==> config.mk <==
export PLATFORM = sky130hd
export DESIGN_NAME = hc02_tester
export DESIGN_NICKNAME = d
export VERILOG_FILES = /design/src/rtl/hc02_tester.sv
export SDC_FILE = /design/constraint.sdc
export NUM_CORES = 1
export LEC_CHECK = 0
export BUFFER_PORTS_ARGS = -buffer_cell sky130_fd_sc_hd__clkbuf_2
export CORE_AREA = 2 2 53 92
export CTS_BUF_LIST = sky130_fd_sc_hd__clkbuf_4
export DETAILED_ROUTE_END_ITERATION = 12
export DIE_AREA = 0 0 55 94
export PLACE_DENSITY = 0.76
export SLEW_MARGIN = 5
export SYNTH_ARGS = -nofsm -noshare
export SYNTH_HDL_FRONTEND = slang
export SYNTH_SLANG_ARGS = --single-unit
==> constraint.sdc <==
create_clock -name clk -period 1.55 [get_ports clk]
set_input_delay 0.155 -clock clk [delete_from_list [all_inputs] [get_ports clk]]
set_output_delay 0.155 -clock clk [all_outputs]
set_load 0.02 [all_outputs]
==> src/rtl/hc02_tester.sv <==
// Sequencer/checker for a quad 2-input NOR device (74HC02): sweeps all 256 A/B vectors,
// checks Y against ~(A|B). Define HC02_STOP_ON_FAIL_EN to stop at the first failing vector.
module hc02_tester #(
  parameter int SETTLE_CYCLES = 4
) (
  input  logic       clk,
  input  logic       rst,
  input  logic       start,
  output logic [4:1] a_out,
  output logic [4:1] b_out,
  input  logic [4:1] y_in,
  output logic       busy,
  output logic       done,
  output logic       pass,
  output logic [4:1] fail_mask,
  output logic [7:0] err_cnt
`ifdef HC02_STOP_ON_FAIL_EN
  ,
  output logic [7:0] fail_vec
`endif
);

  localparam logic [2:0] S_IDLE   = 3'd0;
  localparam logic [2:0] S_APPLY  = 3'd1;
  localparam logic [2:0] S_SETTLE = 3'd2;
  localparam logic [2:0] S_CHECK  = 3'd3;
  localparam logic [2:0] S_DONE   = 3'd4;

  logic [2:0] state;
  logic [7:0] vec;
  logic [7:0] settle_cnt;
  logic [4:1] y_meta;
  logic [4:1] y_sync;

  logic [4:1] exp_y;
  logic [4:1] mism;
  logic [7:0] err_inc;
  logic       any_mism;

  // NOTE: a single always_comb with every output defaulted first keeps this block latch-free.
  always_comb begin
    exp_y    = ~(a_out | b_out);
    mism     = y_sync ^ exp_y;
    any_mism = |mism;
    err_inc  = (err_cnt == 8'hFF) ? err_cnt : err_cnt + 8'd1;
  end

  // Y_IN is asynchronous to clk; two flops bring it into this domain before comparison.
  always_ff @(posedge clk or posedge rst) begin
    if (rst) begin
      y_meta <= '0;
      y_sync <= '0;
    end else begin
      // NOTE: non-blocking assignments so both flops sample their inputs on the same edge.
      y_meta <= y_in;
      y_sync <= y_meta;
    end
  end

  always_ff @(posedge clk or posedge rst) begin
    if (rst) begin
      state      <= S_IDLE;
      vec        <= '0;
      settle_cnt <= '0;
      a_out      <= '0;
      b_out      <= '0;
      busy       <= 1'b0;
      done       <= 1'b0;
      pass       <= 1'b0;
      fail_mask  <= '0;
      err_cnt    <= '0;
`ifdef HC02_STOP_ON_FAIL_EN
      fail_vec   <= '0;
`endif
    end else begin
      case (state)
        S_IDLE, S_DONE: begin
          if (start) begin
            state     <= S_APPLY;
            vec       <= '0;
            fail_mask <= '0;
            err_cnt   <= '0;
            busy      <= 1'b1;
            done      <= 1'b0;
            pass      <= 1'b0;
`ifdef HC02_STOP_ON_FAIL_EN
            fail_vec  <= '0;
`endif
          end
        end
        S_APPLY: begin
          a_out      <= vec[7:4];
          b_out      <= vec[3:0];
          settle_cnt <= 8'(SETTLE_CYCLES);
          state      <= S_SETTLE;
        end
        S_SETTLE: begin
          if (settle_cnt == 8'd1) state <= S_CHECK;
          else settle_cnt <= settle_cnt - 8'd1;
        end
        S_CHECK: begin
          fail_mask <= fail_mask | mism;
`ifdef HC02_STOP_ON_FAIL_EN
          if (any_mism) begin
            // Freeze on the failing vector so the pins can be probed.
            fail_vec <= vec;
            err_cnt  <= 8'd1;
            state    <= S_DONE;
            busy     <= 1'b0;
            done     <= 1'b1;
            pass     <= 1'b0;
          end else if (vec == 8'hFF) begin
            state <= S_DONE;
            busy  <= 1'b0;
            done  <= 1'b1;
            pass  <= (err_cnt == 8'd0);
          end else begin
            vec   <= vec + 8'd1;
            state <= S_APPLY;
          end
`else
          if (any_mism) err_cnt <= err_inc;
          if (vec == 8'hFF) begin
            state <= S_DONE;
            busy  <= 1'b0;
            done  <= 1'b1;
            pass  <= (err_cnt == 8'd0) && !any_mism;
          end else begin
            vec   <= vec + 8'd1;
            state <= S_APPLY;
          end
`endif
        end
        default: state <= S_IDLE;
      endcase
    end
  end

endmodule

==> results of run 1 <==
==> cell families (layout without fill, tap and decap cells) <==
logic type / count (synthesis) / count (layout) / share of synthesized area, %
compound gates: 38 / 38 / 11.2
simple gates: 90 / 90 / 19.1
buf+inv: 16 / 112 / 2.86
flops: 50 / 50 / 53.9
fa+ha+maj: 5 / 5 / 2.70
mux: 12 / 12 / 5.61
xor+xnor: 12 / 12 / 4.53
==> state kept, by name, summed over array words and instances, names as in the netlist <==
register and cells:
y_sync 4, state 3, vec 8, settle_cnt 8
y_meta 4, done 1, fail_mask 4, b_out 4
busy 1, err_cnt 8, pass 1, a_out 4
==> power by group <==
group | internal [W] | total [W] | switching, W
Clock | 0.000194 | 0.000656 | 0.000461
Combinational | 0.00149 | 0.00305 | 0.00156
Sequential | 0.00163 | 0.00192 | 0.000288
==> critical path, stage by stage (launching register included) <==
cell     delay [ns]
dfrtp_1        0.42
inv_2          0.09
ha_4           0.12
or3b_4         0.39
o21a_4         0.25
or3_4          0.36
o21ai_2        0.06
==> per-layer routing <==
| layer | GRT usage (%) | wire length (um) | vias to the layer above | share of wire [%] |
|---|---|---|---|---|
| met1 | 27.8 | 2160 | 987 | 38 |
| met4 | 10.6 | 187 | 0 | 3.3 |
| met5 | 0 | 0 | - | 0 |
| met2 | 41.5 | 3190 | 53 | 56 |
| li1 | - | - | 966 | - |
| met3 | 3.82 | 184 | 17 | 3.2 |
==> worst paths after layout <==
path                                      startpoint                         to  slack (ns)  cells past startpoint
max in group asynchronous                        rst     err_cnt[0]$_DFFE_PP0P_        0.99                      4
setup / recovery           settle_cnt[1]$_DFFE_PP0P_  settle_cnt[0]$_DFFE_PP0P_       -0.19                      6
min in group asynchronous                        rst        y_meta[3]$_DFF_PP0_        0.31                      4
hold reg to reg                  y_meta[3]$_DFF_PP0_        y_sync[3]$_DFF_PP0_        0.37                      0
hold / removal                                 start       state[2]$_DFFE_PP0P_        0.12                      3
setup reg to reg           settle_cnt[1]$_DFFE_PP0P_  settle_cnt[0]$_DFFE_PP0P_       -0.19                      6
==> final cells by class <==
class                           count  area share [%]
Sequential cell                    50            37.8
Clock buffer                        5            1.12
Clock inverter                      3           0.823
Timing Repair Buffer               96            20.7
Multi-Input combinational cell    157            36.8
Inverter                            8           0.898
Tap cell                           51            1.91
==> cells in the mapped netlist, types with 5 or more instances <==
cell / instances / share of area (%)
a21oi_1: 7 / 1.5
dfrtp_1: 50 / 54
ha_1: 5 / 2.7
inv_1: 8 / 1.3
mux2_2: 8 / 3.9
nand2_1: 20 / 3.2
nand3_1: 9 / 1.9
nor2_1: 31 / 5.0
o21ai_0: 13 / 2.8
xor2_1: 8 / 3.0
==> stage by stage <==
step	util (%)	instances	instance area (um2)	setup TNS, ns
3_3_place_gp	66.5	342	2930	-1.09
5_1_grt	75.9	370	3340	-2.36
4_1_cts	72.2	360	3180	-0.936
3_5_place_dp	66.5	342	2930	-1.48
2_1_floorplan	-	223	2380	-0.316
6_report	75.9	370	3340	-1.21
==> what timing repair did <==
action / 4_1_cts / 5_1_grt
buffers inserted: 5 / 10
resized for setup: 20 / 19
hold buffers: 5 / 0
endpoints found under the hold margin: 54 / 0
pin swaps: 14 / 11
setup endpoints to repair: 21 / 23
==> metrics.md, run 1 <==
| Metric | Value |
|---|---|
| Crit Path Category | `register to register` |
| DIE AREA | `between 0.005 and 0.006 mm2` |
| Static power due to leakage | `about 1.5 nW` |
| Maximum number of pins on one net before global-route repair | `51` |
| Leading cell type in the layout, fill and taps excluded | `buf_4` |
| Horizontal extent of the die | `around 55 um` |
| DR DRC count | `0` |
| Number of failing hold endpoints at the final stage | `0` |
| Highest-count cells in the layout ignoring fill and taps | `buf_4, dfrtp_1, clkbuf_2` |
| Total power divided by cell area | `1680 mW/mm2` |
| Remaining global-route overflow | `0` |
| VDD IR max | `1.12 mV` |
| Unrepaired setup endpoints after global routing | `yes` |
| Final period utilization | `112%` |
| Post-route worst hold slack | `0.122 ns` |
| Antenna Violating Nets Remaining | `0` |
| Cells after synthesis | `223` |
| Initial Utilization | `between 50% and 60%` |
| Post-Synthesis Cell Area | `0.00232 mm2` |
| Endpoint class of the critical path | `register` |
| Outcome | `finished with violations` |
| Vias per cell | `5.47` |
| Worst EP arrival | `between 2 and 2.5 ns` |
| Via count of the routed design | `about 2000` |
| Largest fanout on the critical path | `5` |
| CTS tree | `yes` |
| Final Wtd Congestion | `between 0.7 and 0.8` |
| Antenna violations before repair | `0` |
| Filler cell count in the final layout | `between 200 and 300` |
| Share of cells above drive strength 1 | `around 48%` |
| I/O pin cnt | `30` |
| Number of flops mapped to enable cells by yosys | `0` |
| Storage element area | `0.00126 mm2` |
| Violated checks | `negative setup slack` |
| Startpoint Class | `register` |
| Async SR Flop Fraction | `between 90% and 100%` |
| Placeable Area | `about 0.0044 mm2` |
| Seq/Total Area, Yosys | `between 50% and 60%` |
| Total track usage | `between 20% and 30%` |
| Post-detailed-route wirelength per cell | `approximately 15 um` |
| Growth of design area from synthesis to finish | `44.1%` |
| Clock Sinks | `50` |
| Max Transition Viols Final | `0` |
| Clock insertion delay at the later pin of the skew report | `around 0.39 ns` |
| Antenna Diode Count | `0` |
| Max Clock Skew | `0.0114 ns` |
| Worst path required time | `1.88 ns` |
| Final HPWL from detailed placement | `between 3 and 4 mm` |
| Shortest clock period the worst path allows after layout | `approximately 1.7 ns` |
| Vias in the first global route | `around 1900` |
| Clock root buffer | `clkbuf_4` |
| Total Nets Final | `330` |
| Slew of the pin with the lowest slew margin | `0.334 ns` |
| CTS H-Tree Depth | `2` |
| Buffer levels on the longest clock path | `2` |
| Upper clock frequency limit | `576 MHz` |
| Initial DRC Count | `75` |
| Predominant post-synthesis flop cell | `dfrtp_1` |
| Multi-input logic area | `0.00123 mm2` |
| Post-Place Worst Slack | `-0.175 ns` |
| Total design power | `0.00563 W` |
| Drt pass-1 iters | `4` |
| Chip height | `94 um` |
| Worst rel slew slack | `around 77%` |
| Syn avg cell area | `10.4 um2` |
| Seq cells post-synth | `50` |
| Port bufs | `29` |
| Floorplan row count | `32` |
| Final Routed Wirelength | `around 5.7 mm` |
| TritonCTS buffer count | `5` |
| Number of warnings reported in the yosys synthesis log | `0` |
| Clock edge transition at the registers on the reported setup and hold paths | `about 0.15 ns` |
| Wire length of the first global-routing pass | `around 9 mm` |
| Net Count, Synth | `~240` |
| Setup violators final | `17` |
| Library cells used by synthesis | `41` |
| MaxCap Viol Count | `0` |
| Hold WC Path Type | `input port to register` |
| Worst setup margin | `-0.186 ns` |
(Power assumes the default switching activity.)
==> run 2, diff against run 1 <==
--- a/config.mk
+++ b/config.mk
@@ -11,6 +11,7 @@
 export DETAILED_ROUTE_END_ITERATION = 12
 export DIE_AREA = 0 0 55 94
 export PLACE_DENSITY = 0.76
+export SETUP_SLACK_MARGIN = 0.3
 export SLEW_MARGIN = 5
 export SYNTH_ARGS = -nofsm -noshare
 export SYNTH_HDL_FRONTEND = slang
==> metrics.md, run 2 (synthesized netlist as in run 1, its figures left out) <==
| Metric | Value |
|---|---|
| Drt pass-1 iters | `4` |
| Clock root buffer | `clkbuf_4` |
| Routed metal-1 wire length | `approximately 2.6 mm` |
| Crit Path Category | `register to register` |
| Cell area after layout | `between 0.003 and 0.004 mm2` |
| Outcome | `finished with violations` |
| Buffer levels on the longest clock path | `2` |
| DR DRC count | `0` |
| Total power divided by cell area | `approximately 1700 mW/mm2` |
| Via count of the routed design | `approximately 2200` |
| Antenna Diode Count | `0` |
| Initial Utilization | `~53%` |
| Initial DRC Count | `132` |
| Static power due to leakage | `1.67 nW` |
| Final HPWL from detailed placement | `between 4 and 5 mm` |
| Placement-stage cell area | `approximately 0.003 mm2` |
| Flop pwr share | `31.7%` |
| Final Routed Wirelength | `about 7.7 mm` |
| Final period utilization | `113%` |
| Placeable Area | `~0.0044 mm2` |
| Switching component of the power | `between 0.002 and 0.003 W` |
| Proportion of power drawn by combinational gates | `55.6%` |
| Critical path, cell by cell | `nor2_4 > xor2_4 > o41ai_4 > buf_6 > nor3b_4 > mux2i_1` |
| Violated checks | `negative setup slack` |
| I/O pin cnt | `30` |
| Slew of the pin with the lowest slew margin | `0.520 ns` |
| Post-detailed-route wirelength per cell | `roughly 21 um` |
| Port bufs | `29` |
| Worst EP arrival | `between 2 and 2.5 ns` |
| Number of cells on the worst reg-to-reg path | `6` |
| Worst rel slew slack | `approximately two thirds` |
| CTS tree | `yes` |
| Switching Share | `a little over 40%` |
| Endpoint class of the critical path | `register` |
| Highest-count cells in the layout ignoring fill and taps | `buf_4, dfrtp_1, buf_6` |
| Chip height | `94 um` |
| Antenna violations before repair | `0` |
| Highest cell delay on the worst timing path | `about 0.48 ns` |
| Upper clock frequency limit | `between 500 and 600 MHz` |
| Antenna Violating Nets Remaining | `0` |
| Hold WC Path Type | `input port to register` |
| Filler cell count in the final layout | `around 220` |
| Worst path required time | `roughly 1.8 ns` |
| Clock share of power | `12.7%` |
| Horizontal extent of the die | `between 50 and 60 um` |
| Top Registers | `err_cnt x8, settle_cnt x8, vec x8` |
| Startpoint Class | `register` |
| Highest metal used | `met4` |
| Shortest clock period the worst path allows after layout | `between 1.5 and 2 ns` |
| Largest fanout on the critical path | `7` |
| MaxCap Viol Count | `0` |
| Setup violators final | `19` |
| CTS H-Tree Depth | `2` |
| Unrepaired setup endpoints after global routing | `yes` |
| Number of cells traversed by the worst hold path | `3` |
| Clock insertion delay at the later pin of the skew report | `0.39 ns` |
| Wire length on met3 | `approximately 420 um` |
| Vias per cell | `about 6.0` |
| Floorplan row count | `32` |
| Final Wtd Congestion | `around 0.87` |
| Slowest stage cell on the critical path | `dfrtp_1` |
| DIE AREA | `roughly 0.0052 mm2` |
| Wire length of the first global-routing pass | `between 9 and 10 mm` |
| Max Clock Skew | `0.0421 ns` |
| TritonCTS buffer count | `5` |
| Total Nets Final | `between 300 and 400` |
| Category of cells accounting for the largest share of critical-path delay | `flip-flops` |
| Share of cells above drive strength 1 | `around 54%` |
| Buf/Inv on CP | `1` |
| Maximum number of pins on one net before global-route repair | `30` |
| Wire length on met2 | `~4.3 mm` |
| Growth of design area from synthesis to finish | `60.7%` |
| Total track usage | `between 20% and 30%` |
| Cell-internal power | `0.00374 W` |
| Clock Sinks | `50` |
| Vias in the first global route | `between 2000 and 2500` |
| Remaining global-route overflow | `0` |
| Leading cell type in the layout, fill and taps excluded | `buf_4` |
| Number of cells on the critical path | `6` |
| Post-Place Worst Slack | `-0.145 ns` |
| VDD IR max | `between 1 and 1.5 mV` |
| Number of failing hold endpoints at the final stage | `0` |
| Max Transition Viols Final | `0` |
| Clock edge transition at the registers on the reported setup and hold paths | `~0.18 ns` |
| Worst setup margin | `-0.197 ns` |
[run 2: cell types whose count changed in the layout (fill, tap and decap cells not counted), moves of 11 or more]
cell,before,now
buf_8,0,11
buf_6,2,22
buf_4,58,43
clkbuf_2,29,17
[run 2: power by group through the flow]
stage / Clock (W) / Combinational [W] / Sequential (W)
after CTS: 0.000806 / 0.00300 / 0.00195
final: 0.000807 / 0.00355 / 0.00202
after floorplan: 0 / 0.00149 / 0.00212
after global routing: 0.000850 / 0.00379 / 0.00206
after global placement: 0 / 0.00254 / 0.00193
after detailed placement: 0 / 0.00259 / 0.00194
[run 2: metal layers]
layer / vias to the layer above / track usage, %
met4: 0 / 14.6
li1: 968 / -
met1: 1105 / 29.2
met5: - / 0
met3: 42 / 4.30
met2: 127 / 46.9
[run 2: worst register-to-register path, stage by stage (launching register included)]
cell and delay (ns):
dfrtp_1 0.48, nor2_4 0.21, xor2_4 0.26, o41ai_4 0.12, buf_6 0.17, nor3b_4 0.20, mux2i_1 0.21
[run 2: timing repair]
action                     4_1_cts  5_1_grt
setup endpoints to repair       50       56
pin swaps                       17       16
hold buffers                     5        0
gates resized for setup         60       47
setup buffers                    6       12
hold endpoints to repair        25        0
[run 2: worst paths after layout]
check                                    endpoint  slack, ns                 start
max in group asynchronous      vec[4]$_DFFE_PP0P_       0.69                   rst
setup reg to reg           err_cnt[2]$_DFFE_PP0P_      -0.20  b_out[4]$_DFFE_PP0P_
min in group asynchronous  err_cnt[4]$_DFFE_PP0P_       0.31                   rst
hold / removal               state[2]$_DFFE_PP0P_       0.13                 start
setup / recovery           err_cnt[2]$_DFFE_PP0P_      -0.20  b_out[4]$_DFFE_PP0P_
hold reg to reg               y_sync[4]$_DFF_PP0_       0.35   y_meta[4]$_DFF_PP0_
[run 2: area by class of cell]
class	count	area, um2	share of cell area (%)
tap	51	63.8	1.71
sequential	50	1270	34.0
clock inverter	2	38.8	1.04
inverter	8	33.8	0.906
timing repair buffer	100	911	24.4
clock buffer	6	45.0	1.21
multi-input combinational	157	1370	36.7
[run 2: per-stage QoR]
stage	TNS, ns	total power, W	cells	hold WS [ns]	utilization (%)
after CTS	-1.10	0.00575	362	0.104	78.6
after floorplan	-0.482	0.00360	223	0.186	-
after detailed placement	-1.41	0.00454	343	0.211	68.8
after global placement	-0.856	0.00446	343	0.194	68.8
after global routing	-4.21	0.00670	374	0.142	84.7
final	-2.20	0.00638	374	0.133	84.7
